**config.mk**
```make
export PLATFORM = sky130hd
export DESIGN_NAME = c432_pattern_sequencer_flat
export DESIGN_NICKNAME = d
export VERILOG_FILES = /design/src/rtl/c432_pattern_sequencer_if.sv /design/src/rtl/c432_pattern_sequencer.sv /design/src/flat_wrapper.sv
export SDC_FILE = /design/constraint.sdc
export NUM_CORES = 1
export LEC_CHECK = 0
export ABC_AREA = 1
export BUFFER_PORTS_ARGS = -buffer_cell sky130_fd_sc_hd__buf_2
export CELL_PAD_IN_SITES_DETAIL_PLACEMENT = 0
export CELL_PAD_IN_SITES_GLOBAL_PLACEMENT = 1
export CORE_ASPECT_RATIO = 0.9
export CORE_MARGIN = 2
export CORE_UTILIZATION = 44
export DETAILED_ROUTE_END_ITERATION = 6
export PLACE_DENSITY_LB_ADDON = 0.1
export SYNTH_ARGS = -nofsm -noshare
export SYNTH_HDL_FRONTEND = slang
export SYNTH_SLANG_ARGS = --single-unit
```
**constraint.sdc**
```tcl
create_clock -name clk -period 2.56 [get_ports clk]
set_input_delay 0 -clock clk [delete_from_list [all_inputs] [get_ports clk]]
set_output_delay 0 -clock clk [all_outputs]
set_load 0.01 [all_outputs]
```
**src/rtl/c432_pattern_sequencer_if.sv**
```systemverilog
// ---------------------------------------------------------------------------
// c432_pattern_sequencer_if
//   Bundles the host control/status signals of the pattern sequencer with
//   the stimulus/response pair that connects to the c432 core wrapper.
//
//   Host -> sequencer : start, abort, num_patterns, seed, golden_sig
//   Wrapper -> seq.   : dut_out (7-bit core response)
//   Sequencer -> out  : dut_in (36-bit vector), busy, done, pass,
//                       signature, pattern_count
//
//   master : host/wrapper side (drives controls and dut_out)
//   slave  : the sequencer itself
// ---------------------------------------------------------------------------
interface c432_pattern_sequencer_if #(
    parameter int CNT_W = 16
);
    logic             start;
    logic             abort;
    logic [CNT_W-1:0] num_patterns;
    logic [35:0]      seed;
    logic [6:0]       golden_sig;
    logic [35:0]      dut_in;
    logic [6:0]       dut_out;
    logic             busy;
    logic             done;
    logic             pass;
    logic [6:0]       signature;
    logic [CNT_W-1:0] pattern_count;

    modport master (
        output start, abort, num_patterns, seed, golden_sig, dut_out,
        input  dut_in, busy, done, pass, signature, pattern_count
    );

    modport slave (
        input  start, abort, num_patterns, seed, golden_sig, dut_out,
        output dut_in, busy, done, pass, signature, pattern_count
    );
endinterface

```
**src/rtl/c432_pattern_sequencer.sv**
```systemverilog
// ---------------------------------------------------------------------------
// c432_pattern_sequencer
//   Self-test run controller for the c432 core. An LFSR produces 36-bit
//   vectors on dut_in; each vector is held for SETTLE_CYCLES+2 cycles and the
//   7-bit response on dut_out is folded into a MISR on the last cycle. When
//   num_patterns responses have been captured the run ends in DONE, where
//   pass reports signature == golden_sig.
//
//   Ports:
//     clk   : rising-edge clock
//     rst_n : asynchronous active-low reset
//     bus   : slave modport (start/abort/num_patterns/seed/golden_sig in,
//             dut_in out, dut_out in, busy/done/pass/signature/
//             pattern_count out)
// ---------------------------------------------------------------------------
module c432_pattern_sequencer #(
    parameter int SETTLE_CYCLES = 2,
    parameter int CNT_W         = 16
) (
    input  logic                   clk,
    input  logic                   rst_n,
    c432_pattern_sequencer_if.slave bus
);

    localparam logic [2:0] IDLE    = 3'd0;
    localparam logic [2:0] LOAD    = 3'd1;
    localparam logic [2:0] APPLY   = 3'd2;
    localparam logic [2:0] SETTLE  = 3'd3;
    localparam logic [2:0] CAPTURE = 3'd4;
    localparam logic [2:0] DONE    = 3'd5;

    // The settle counter only ever holds SETTLE_CYCLES-1 down to 0.
    localparam int SET_W = (SETTLE_CYCLES > 1) ? $clog2(SETTLE_CYCLES) : 1;
    localparam logic [SET_W-1:0] SETTLE_LOAD =
        SET_W'((SETTLE_CYCLES > 0) ? (SETTLE_CYCLES - 1) : 0);

    logic [2:0]       state_q,  state_d;
    logic [35:0]      dut_in_q, dut_in_d;
    logic [6:0]       sig_q,    sig_d;
    logic [CNT_W-1:0] count_q,  count_d;
    logic [CNT_W-1:0] num_q,    num_d;
    logic [35:0]      seed_q,   seed_d;
    logic [SET_W-1:0] settle_q, settle_d;

    logic             busy_w;
    logic [CNT_W-1:0] count_inc;
    logic [35:0]      lfsr_next;
    logic [6:0]       misr_next;

    assign busy_w    = (state_q == LOAD) || (state_q == APPLY) ||
                       (state_q == SETTLE) || (state_q == CAPTURE);
    assign count_inc = count_q + 1'b1;
    assign lfsr_next = {dut_in_q[34:0], dut_in_q[35] ^ dut_in_q[24]};
    assign misr_next = {sig_q[5:0], sig_q[6] ^ sig_q[5]} ^ bus.dut_out;

    always_comb begin
        state_d  = state_q;
        dut_in_d = dut_in_q;
        sig_d    = sig_q;
        count_d  = count_q;
        num_d    = num_q;
        seed_d   = seed_q;
        settle_d = settle_q;

        case (state_q)
            IDLE, DONE: begin
                if (bus.start) begin
                    // Run settings are captured at the start edge so that
                    // later changes on the host inputs cannot leak in.
                    num_d  = bus.num_patterns;
                    seed_d = bus.seed;
                    if (bus.num_patterns == '0) begin
                        state_d = DONE;
                        sig_d   = '0;
                        count_d = '0;
                    end else begin
                        state_d = LOAD;
                    end
                end
            end
            LOAD: begin
                // An all-zero seed would lock the LFSR at zero.
                dut_in_d = (seed_q == 36'h0) ? 36'h1 : seed_q;
                sig_d    = '0;
                count_d  = '0;
                state_d  = APPLY;
            end
            APPLY: begin
                if (SETTLE_CYCLES > 0) begin
                    settle_d = SETTLE_LOAD;
                    state_d  = SETTLE;
                end else begin
                    state_d  = CAPTURE;
                end
            end
            SETTLE: begin
                if (settle_q == '0) begin
                    state_d = CAPTURE;
                end else begin
                    settle_d = settle_q - 1'b1;
                end
            end
            CAPTURE: begin
                sig_d    = misr_next;
                count_d  = count_inc;
                dut_in_d = lfsr_next;
                state_d  = (count_inc == num_q) ? DONE : APPLY;
            end
            default: begin
                state_d = IDLE;
            end
        endcase

        // Abort freezes the datapath where it is and returns to IDLE; it
        // overrides everything, including the final CAPTURE.
        if (bus.abort && busy_w) begin
            state_d  = IDLE;
            dut_in_d = dut_in_q;
            sig_d    = sig_q;
            count_d  = count_q;
            settle_d = settle_q;
        end
    end

    always_ff @(posedge clk or negedge rst_n) begin
        if (!rst_n) begin
            state_q  <= IDLE;
            dut_in_q <= '0;
            sig_q    <= '0;
            count_q  <= '0;
            num_q    <= '0;
            seed_q   <= '0;
            settle_q <= '0;
        end else begin
            state_q  <= state_d;
            dut_in_q <= dut_in_d;
            sig_q    <= sig_d;
            count_q  <= count_d;
            num_q    <= num_d;
            seed_q   <= seed_d;
            settle_q <= settle_d;
        end
    end

    assign bus.dut_in        = dut_in_q;
    assign bus.busy          = busy_w;
    assign bus.done          = (state_q == DONE);
    assign bus.pass          = (state_q == DONE) && (sig_q == bus.golden_sig);
    assign bus.signature     = sig_q;
    assign bus.pattern_count = count_q;

endmodule
```
**src/flat_wrapper.sv**
```systemverilog
// flat-port wrapper written by rule: the top's interface ports become plain ports
module c432_pattern_sequencer_flat 
#(
    parameter int SETTLE_CYCLES = 2,
    parameter int CNT_W         = 16
)
  (clk, rst_n, bus_start, bus_abort, bus_num_patterns, bus_seed, bus_golden_sig, bus_dut_out, bus_dut_in, bus_busy, bus_done, bus_pass, bus_signature, bus_pattern_count);
  c432_pattern_sequencer_if #(.CNT_W(CNT_W)) bus_i ();
  input  logic clk;
  input  logic rst_n;
  input wire logic [$bits(bus_i.start)-1:0] bus_start;
  input wire logic [$bits(bus_i.abort)-1:0] bus_abort;
  input wire logic [$bits(bus_i.num_patterns)-1:0] bus_num_patterns;
  input wire logic [$bits(bus_i.seed)-1:0] bus_seed;
  input wire logic [$bits(bus_i.golden_sig)-1:0] bus_golden_sig;
  input wire logic [$bits(bus_i.dut_out)-1:0] bus_dut_out;
  output wire logic [$bits(bus_i.dut_in)-1:0] bus_dut_in;
  output wire logic [$bits(bus_i.busy)-1:0] bus_busy;
  output wire logic [$bits(bus_i.done)-1:0] bus_done;
  output wire logic [$bits(bus_i.pass)-1:0] bus_pass;
  output wire logic [$bits(bus_i.signature)-1:0] bus_signature;
  output wire logic [$bits(bus_i.pattern_count)-1:0] bus_pattern_count;
  assign bus_i.start = bus_start;
  assign bus_i.abort = bus_abort;
  assign bus_i.num_patterns = bus_num_patterns;
  assign bus_i.seed = bus_seed;
  assign bus_i.golden_sig = bus_golden_sig;
  assign bus_i.dut_out = bus_dut_out;
  assign bus_dut_in = bus_i.dut_in;
  assign bus_busy = bus_i.busy;
  assign bus_done = bus_i.done;
  assign bus_pass = bus_i.pass;
  assign bus_signature = bus_i.signature;
  assign bus_pattern_count = bus_i.pattern_count;
  c432_pattern_sequencer #(.SETTLE_CYCLES(SETTLE_CYCLES), .CNT_W(CNT_W)) u_core (.clk(clk), .rst_n(rst_n), .bus(bus_i));
endmodule
```
[After elaboration in Yosys (flattened, before gate mapping)]
Index checks and enable logic that the tools add are counted.
Operators by class
  add/subtract/negate cells: 2
  eq/ne operators: 11
  multiplexer cells: 16
  bitwise logic cells: 4
  reductions and logical operators: 17
Operator list (count)
  case mux 36 bit (2 select lines): 1
  case mux 16 bit (3 select lines): 1
  zero test 36 bit: 1
  two-way mux 36 bit: 1
  two-way mux 16 bit: 2
  case mux 7 bit (3 select lines): 1
  adder 16 x 1 -> 16 bit, second input constant: 1
  equality test 16 bit: 1
  zero test 16 bit: 1
  two-way mux 3 bit: 5
  case mux 3 bit (5 select lines): 1
  two-way mux 7 bit: 2
  AND reduction 2 bit: 4
  equality test 7 bit: 1
  XOR 7 bit: 1
  equality test 3 x 2 -> 1 bit, second input constant: 2
  equality test 3 bit, second input constant: 2
  AND reduction 4 bit: 1
  nonzero test 2 bit: 2
  equality test 3 x 1 -> 1 bit, second input constant: 1
  zero test 3 bit: 1
  logical OR 1 bit: 3
  != test 3 x 2 -> 1 bit, second input constant: 1
  != test 3 bit, second input constant: 1
  10 further kinds: 12
Word-level totals
  register bits: 115
  input port bits: 70
  output and inout bits: 62
  logic and storage cells: 57

[Longest topological paths before layout]
Gate-level depths: netlist of run 1.
  depth in word-level cells: 7
  gate-level depth with buffers: 16
  gate-level depth less buffers: 16

[Worst setup path before layout of run 1]
Ideal clock, no wire load.
  path type: reg2reg
  start: reg u_core.count_q[0], in the netlist u_core.bus.pattern_count[0]
  end: reg u_core.state_q[0]
  setup time: 65 ps
  arrival time: 1724 ps
  required time: 2495 ps
  setup slack: 771 ps
  stages on the path, launching flop included: 16
  buffers on the path: 0
  clock period less this slack: 1789 ps
  cells stage by stage: dfrtp_1 -> ha_1 -> nand2_1 -> nor2_2 -> nand3_1 -> nand2_1 -> nand2_1 -> nand2_1 -> nand2_1 -> nor2_1 -> nand2_1 -> nor2_1 -> nand3_1 -> nand2_1 -> nand2_1 -> nand2_1
On the way
  cells in the longest elaborated chain, start to end: 5
Ends and longest elaborated chain
  start: declaration: RTL line c432_pattern_sequencer.sv:40  | logic [CNT_W-1:0] count_q, count_d;
  start signal: assignment: RTL line c432_pattern_sequencer.sv:138  | count_q <= count_d;
  adder 16 x 1 -> 16 bit: RTL line c432_pattern_sequencer.sv:52  | assign count_inc = count_q + 1'b1;
  equality test 16 bit: RTL line c432_pattern_sequencer.sv:107  | state_d = (count_inc == num_q) ? DONE : APPLY;
  two-way mux 3 bit: RTL line c432_pattern_sequencer.sv:107
  case mux 3 bit (5 select lines): RTL line c432_pattern_sequencer.sv:65  | case (state_q)
  two-way mux 3 bit: RTL line c432_pattern_sequencer.sv:116  | if (bus.abort && busy_w) begin
  end signal: assignment: RTL line c432_pattern_sequencer.sv:135  | state_q <= state_d;
  end: declaration: RTL line c432_pattern_sequencer.sv:37  | logic [2:0] state_q, state_d;
No other way between the ends.
A chain may end at the register's enable or synchronous reset.

[Final worst setup path of run 1]
  start: reg u_core.count_q[0], in the netlist u_core.bus.pattern_count[0]
  end: reg u_core.state_q[1]
The elaborated chain is that of the path after synthesis.

==> results of run 1 <==
## worst max-delay path by stage
stage | endpoint
after floorplan | u_core.state_q[0]$_DFFE_PN0P_
after global placement | u_core.state_q[1]$_DFFE_PN0P_
after detailed placement | u_core.seed_q[18]$_DFFE_PN0P_
after CTS | u_core.state_q[0]$_DFFE_PN0P_
after global routing | u_core.state_q[0]$_DFFE_PN0P_
final | u_core.state_q[1]$_DFFE_PN0P_
## power groups by stage
stage | registers [mW] | logic, mW | clock network [mW]
global placement | 3.27 | 3.53 | 0
global route | 3.41 | 4.13 | 2.48
CTS | 3.29 | 3.72 | 2.39
floorplan | 3.28 | 2.59 | 0
finish | 3.30 | 3.68 | 2.36
detailed placement | 3.31 | 3.62 | 0
## stage by stage
step	total power [mW]	std cells	hold WS [ps]	utilization
2_1_floorplan	5.87	693	-296	-
3_3_place_gp	6.80	976	30.0	0.509
3_5_place_dp	6.93	976	35.7	0.509
4_1_cts	9.40	1068	13.9	0.598
5_1_grt	10.0	1068	56.2	0.598
6_report	9.33	1068	36.4	0.598
## registers in the layout, indices dropped and copies added (netlist names)
register / count
u_core.bus.pattern_count: 16
u_core.seed_q: 36
u_core.bus.dut_in: 36
u_core.settle_q: 1
u_core.bus.signature: 7
u_core.state_q: 3
u_core.num_q: 16
## synthesized netlist by cell type
library cell  number
nand2_1          168
dfrtp_1          115
nor2_1            92
inv_1             51
mux2_2            35
nand3_1           33
a31oi_1           27
o21ai_0           25
a21oi_1           20
xnor2_1           16
nand4_1           14
o22ai_2           10
buf_2              8
nor4_1             8
o21ai_1            8
inv_2              7
buf_4              6
clkbuf_1           5
nand3b_1           5
nor3_1             5
buf_6              4
nor2_2             4
o22ai_1            4
nand2_2            3
nor2_4             3
o211ai_1           2
xor2_1             2
a21oi_2            1
a22oi_4            1
buf_1              1
buf_12             1
ha_1               1
inv_4              1
nand2_4            1
nand3_2            1
nand3_4            1
nor2_8             1
o21a_1             1
o21ai_2            1
or2_1              1
## area by class of cell
type | count | area [um2] | area share
sequential | 115 | 2880 | 0.361
multi-input combinational | 494 | 2700 | 0.339
timing repair buffer | 200 | 1360 | 0.171
clock buffer | 23 | 488 | 0.0613
inverter | 59 | 224 | 0.0281
tap | 168 | 210 | 0.0264
clock inverter | 9 | 103 | 0.0129
## cell families (layout without fill, tap and decap cells)
group	after synthesis	in the layout	share of synthesized area
fa+ha+maj	1	1	0.00210
buf+inv	84	291	0.0665
mux	35	35	0.0660
simple gates	340	340	0.249
flops	115	115	0.482
compound gates	100	100	0.108
xor+xnor	18	18	0.0264
## critical path, stage by stage (launching register included)
cell and delay (ps):
dfrtp_1 440, ha_1 240, nand2_1 120, nor2_2 310
nand3_1 150, nand2_1 120, nand3_1 70, nand2_1 70
nand3_1 80, nor2_1 180, nand3_1 120, nand2_1 100
nand2_1 60, nand2_1 50, nand2_1 50
## layer usage
| metal | up-vias | track usage | wire (um) |
|---|---|---|---|
| met5 | - | 0 | 0 |
| met4 | 0 | 0.0645 | 225 |
| met3 | 18 | 0.0603 | 948 |
| met2 | 165 | 0.369 | 7590 |
| met1 | 2580 | 0.330 | 8070 |
| li1 | 2696 | - | - |
==> impl_metrics.csv, run 1 <==
group,metric,value,unit
run_status,status,"finished, final reports clean",
synthesis,syn_inst,693,
clocking,cts_hold_buf,60,
drt,wl_per_cell,15.8,um
synthesis,synth.largest_area_cell,"dfrtp_1",
placement,dpl_cell_area,6770,um2
layout,design_area,7960,um2
drt,vias_per_cell,5.11,
synthesis,ys.warnings.count,0,
worst_setup_path,r2r_slack,290,ps
clocking,cts.clk_slew.worst_paths,50,ps
worst_setup_path,crit_fanout,6,
clocking,tritoncts,"built",
global_routing,grt_pass1_wl,26600,um
timing,hold_viol_final,0,
synthesis,yosys-top-cells-area,"dfrtp_1, nand2_1, mux2_2",
power_and_ir_drop,ir_worst_vdd,642,uV
timing,rsz0062_at_grt,"false",
worst_setup_path,r2r_cells,14,
placement,place_hpwl,11600,um
global_routing,grt_max_degree,77,
timing,min_period_over_period,0.885,
floorplanning,dieArea,14500,um2
floorplanning,initial_utilization,0.448,
layout,n_fill_cell,1218,
layout,final_cell_mix,"nand2_1, buf_2, dfrtp_1",
timing,fmax,0.441,GHz
drt,routed_wl,16800,um
worst_hold_path,min_from,"bus_start",
drt,firstDrtPassIters,5,
power_and_ir_drop,p_comb_frac,0.394,
clocking,clock_sinks,115,
drt,ant_nets,0,
timing,slew_viol_final,0,
placement,place.gp.congestion,0.821,
clocking,cts_inserted_buffers,17,
worst_setup_path,cp-start-kind,"flop",
layout,final_layout_size_suffix_gt1_frac,0.268,
drt,drc,0,
synthesis,synth_area_per_cell,8.61,um2
timing,relSlewSlack,0.516,
layout,synthToLayoutAreaGrowth,33.4,%
power_and_ir_drop,clkPwrFrac,0.253,
clocking,post_cts_resized,0,
timing,period_needed,2270,ps
floorplanning,io_pins,132,
floorplanning,die_h,114,um
drt,vias,5459,
power_and_ir_drop,powerDensity,1170,nW/um2
global_routing,antenna_found_initial,0,
clocking,root_buffer,"clkbuf_16",
worst_hold_path,worstHoldPathType,"in -> reg",
synthesis,synth_cell_type_count,40,
layout,mostFrequentLayoutCell,"nand2_1",
worst_setup_path,reg2reg_from,"u_core.bus.pattern_count[0]$_DFFE_PN0P_",
job,maxCapViolations,0,
timing,tightestPinTransition,720,ps
synthesis,yosysTopAreaCellShare,0.482,
timing,worst_slack,294,ps
power_and_ir_drop,p_leak,3.75,nW
worst_setup_path,r2r_end,"u_core.state_q[1]$_DFFE_PN0P_",
synthesis,synth_area,5970,um2
clocking,postCtsSetupBuffers,0,
placement,dp_slack,315,ps
worst_setup_path,end_kind,"flop",
layout,diodes,0,
synthesis,syn_nets,764,
timing,setup_violations,0,
worst_setup_path,arrival,2560,ps
clocking,clockBufferDepth,2,
placement,io_buffers,131,
layout,fin_nets,958,
worst_hold_path,holdPathStages,5,
power_and_ir_drop,switchingPower,3.60,mW
power_and_ir_drop,seqPwrFrac,0.353,
timing,final.setup.tns,0,ps
worst_hold_path,hold_end,"u_core.state_q[2]$_DFFE_PN0P_",
global_routing,gr-total-overflow,0,
drt,first_iter_violations,379,
power_and_ir_drop,p_int,5.73,mW
power_and_ir_drop,swShare,0.386,
clocking,clock_latency,410,ps
worst_setup_path,crit_type,"reg -> reg",
synthesis,ys_seq_area_frac,0.482,
worst_setup_path,required,2850,ps
global_routing,grt_usage,0.236,
synthesis,ys_seq_elements,115,
worst_setup_path,crit_start,"u_core.bus.pattern_count[0]$_DFFE_PN0P_",
timing,skew,10.5,ps
global_routing,grt_pass1_vias,5247,
floorplanning,fp.coreArea,13300,um2
clocking,cts_htree_levels,4,
floorplanning,die_width,127,um
floorplanning,core.rowCount,40,
No activity file was read; power rests on OpenSTA's default activity.
==> run 2: changes to the inputs <==
CORE_UTILIZATION = 35   (was 44)
==> impl_metrics.csv, run 2 (synthesis gave the netlist of run 1 again) <==
group,metric,value,unit
run_status,status,"finished, final reports clean",
worst_hold_path,hold_end,"u_core.state_q[0]$_DFFE_PN0P_",
worst_hold_path,min_from,"bus_start",
drt,firstDrtPassIters,5,
power_and_ir_drop,ir_worst_vdd,543,uV
layout,final_cells,1114,
layout,fin_nets,961,
worst_setup_path,crit_slowest_cell,"dfrtp_1",
drt,first_iter_violations,302,
worst_setup_path,cp-start-kind,"flop",
floorplanning,initial_utilization,0.356,
clocking,cts.clk_slew.worst_paths,50,ps
timing,final.setup.tns,0,ps
worst_setup_path,r2r_cells,14,
layout,synthToLayoutAreaGrowth,34.6,%
timing,rsz0062_at_grt,"false",
worst_setup_path,crit_type,"reg -> reg",
clocking,clockBufferDepth,2,
timing,slew_viol_final,0,
worst_setup_path,reg2reg_from,"u_core.bus.pattern_count[0]$_DFFE_PN0P_",
drt,vias,5489,
worst_setup_path,end_kind,"flop",
timing,relSlewSlack,0.502,
floorplanning,die_width,142,um
placement,io_buffers,131,
layout,n_fill_cell,1635,
clocking,clock_sinks,115,
global_routing,grt_pass1_vias,5457,
timing,min_period_over_period,0.850,
floorplanning,fp.coreArea,16800,um2
worst_setup_path,crit_fanout,5,
power_and_ir_drop,power.total,9.35,mW
placement,dpl_cell_area,6840,um2
clocking,cts_inserted_buffers,17,
layout,diodes,0,
placement,place.gp.congestion,0.861,
floorplanning,io_pins,132,
timing,worst_hold_slack,39.9,ps
worst_setup_path,path_common_cell,"nand2_1",
worst_setup_path,r2r_slack,380,ps
worst_setup_path,path_cells,"ha_1 -> nand3_1 -> nor2_1 -> nand4_1 -> nand2_1 -> nand2_1 -> nand2_1 -> nand2_1 -> nor2_1 -> nand3_1 -> nand2_1 -> nand2_1 -> nand2_1 -> nand2_1",
drt,wl_per_cell,15.5,um
timing,tightestPinTransition,740,ps
drt,routed_wl,17300,um
clocking,clock_latency,420,ps
drt,ant_nets,0,
timing,setup_violations,0,
floorplanning,core.rowCount,45,
global_routing,grt_usage,0.198,
timing,skew,12.3,ps
timing,period_needed,2180,ps
global_routing,antenna_found_initial,0,
worst_setup_path,slowest_delay,450,ps
placement,place_hpwl,12200,um
layout,final_cell_mix,"nand2_1, buf_2, dfrtp_1",
layout,final_layout_size_suffix_gt1_frac,0.270,
clocking,post_cts_resized,0,
floorplanning,die_h,128,um
clocking,root_buffer,"clkbuf_16",
worst_setup_path,arrival,2470,ps
worst_hold_path,worstHoldPathType,"in -> reg",
layout,mostFrequentLayoutCell,"nand2_1",
floorplanning,dieArea,18100,um2
power_and_ir_drop,p_leak,3.76,nW
worst_hold_path,holdPathStages,5,
timing,hold_viol_final,0,
worst_setup_path,r2r_end,"u_core.state_q[1]$_DFFE_PN0P_",
job,maxCapViolations,0,
clocking,cts_htree_levels,4,
placement,dp_cells,1021,
power_and_ir_drop,powerDensity,1160,nW/um2
timing,fmax,0.459,GHz
drt,vias_per_cell,4.93,
drt,drc,0,
clocking,tritoncts,"built",
global_routing,grt_pass1_wl,27900,um
global_routing,gr-total-overflow,0,
worst_setup_path,required,2860,ps
global_routing,grt_max_degree,73,
layout,design_area,8030,um2
[run 2: cell types whose count changed in the layout (fill, tap and decap cells not counted), sizes merged]
cell | previous run | this run
clkbuf | 23 | 18
buf | 140 | 142
dlygate4sd3 | 60 | 61
inv | 59 | 63
clkinv | 4 | 5
[run 2: worst max-delay path by stage]
stage	startpoint	end	slack [ps]	cells after the start
floorplan	u_core.bus.pattern_count[0]$_DFFE_PN0P_	u_core.state_q[0]$_DFFE_PN0P_	770	15
global placement	u_core.bus.pattern_count[0]$_DFFE_PN0P_	u_core.state_q[1]$_DFFE_PN0P_	510	14
detailed placement	u_core.bus.pattern_count[0]$_DFFE_PN0P_	u_core.state_q[1]$_DFFE_PN0P_	410	14
CTS	u_core.bus.pattern_count[0]$_DFFE_PN0P_	u_core.state_q[1]$_DFFE_PN0P_	390	14
global route	u_core.bus.pattern_count[0]$_DFFE_PN0P_	u_core.state_q[2]$_DFFE_PN0P_	100	15
finish	u_core.bus.pattern_count[0]$_DFFE_PN0P_	u_core.state_q[1]$_DFFE_PN0P_	380	14
[run 2: metal layers]
layer / vias to the layer above / GRT usage / share of wire
met5: - / 0 / 0
met4: 0 / 0.0594 / 0.013
met3: 18 / 0.0516 / 0.052
met2: 148 / 0.316 / 0.46
met1: 2624 / 0.266 / 0.48
li1: 2699 / - / -
[run 2: cell type report]
type	count	area (um2)	area share
Multi-Input combinational cell	494	2700	0.336
Tap cell	211	264	0.0329
Inverter	59	224	0.0279
Clock buffer	18	429	0.0534
Sequential cell	115	2880	0.358
Timing Repair Buffer	203	1390	0.173
Clock inverter	14	154	0.0192
[run 2: metrics by stage]
step,setup WS (ps),util
after floorplan,771,-
after detailed placement,414,0.408
after global placement,507,0.408
after global routing,104,0.479
final,383,0.479
after CTS,392,0.479
[run 2: worst max-delay path: cells and delay by family, from the launching register on]
family | cells | cell delay [ps]
adders and majority gates | 1 | 230
DFF | 1 | 450
and+or+nand+nor | 13 | 1370
[run 2: repair_timing]
item                                   CTS  global route
endpoints found under the hold margin   96             0
hold buffers                            61             0
setup buffers                            0             0
[run 2: where the power goes]
group	total [mW]	leakage [nW]	switching, mW	internal [mW]
clock network	2.34	0.278	0.896	1.44
registers	3.29	1.37	0.661	2.63
logic	3.73	2.11	2.14	1.59
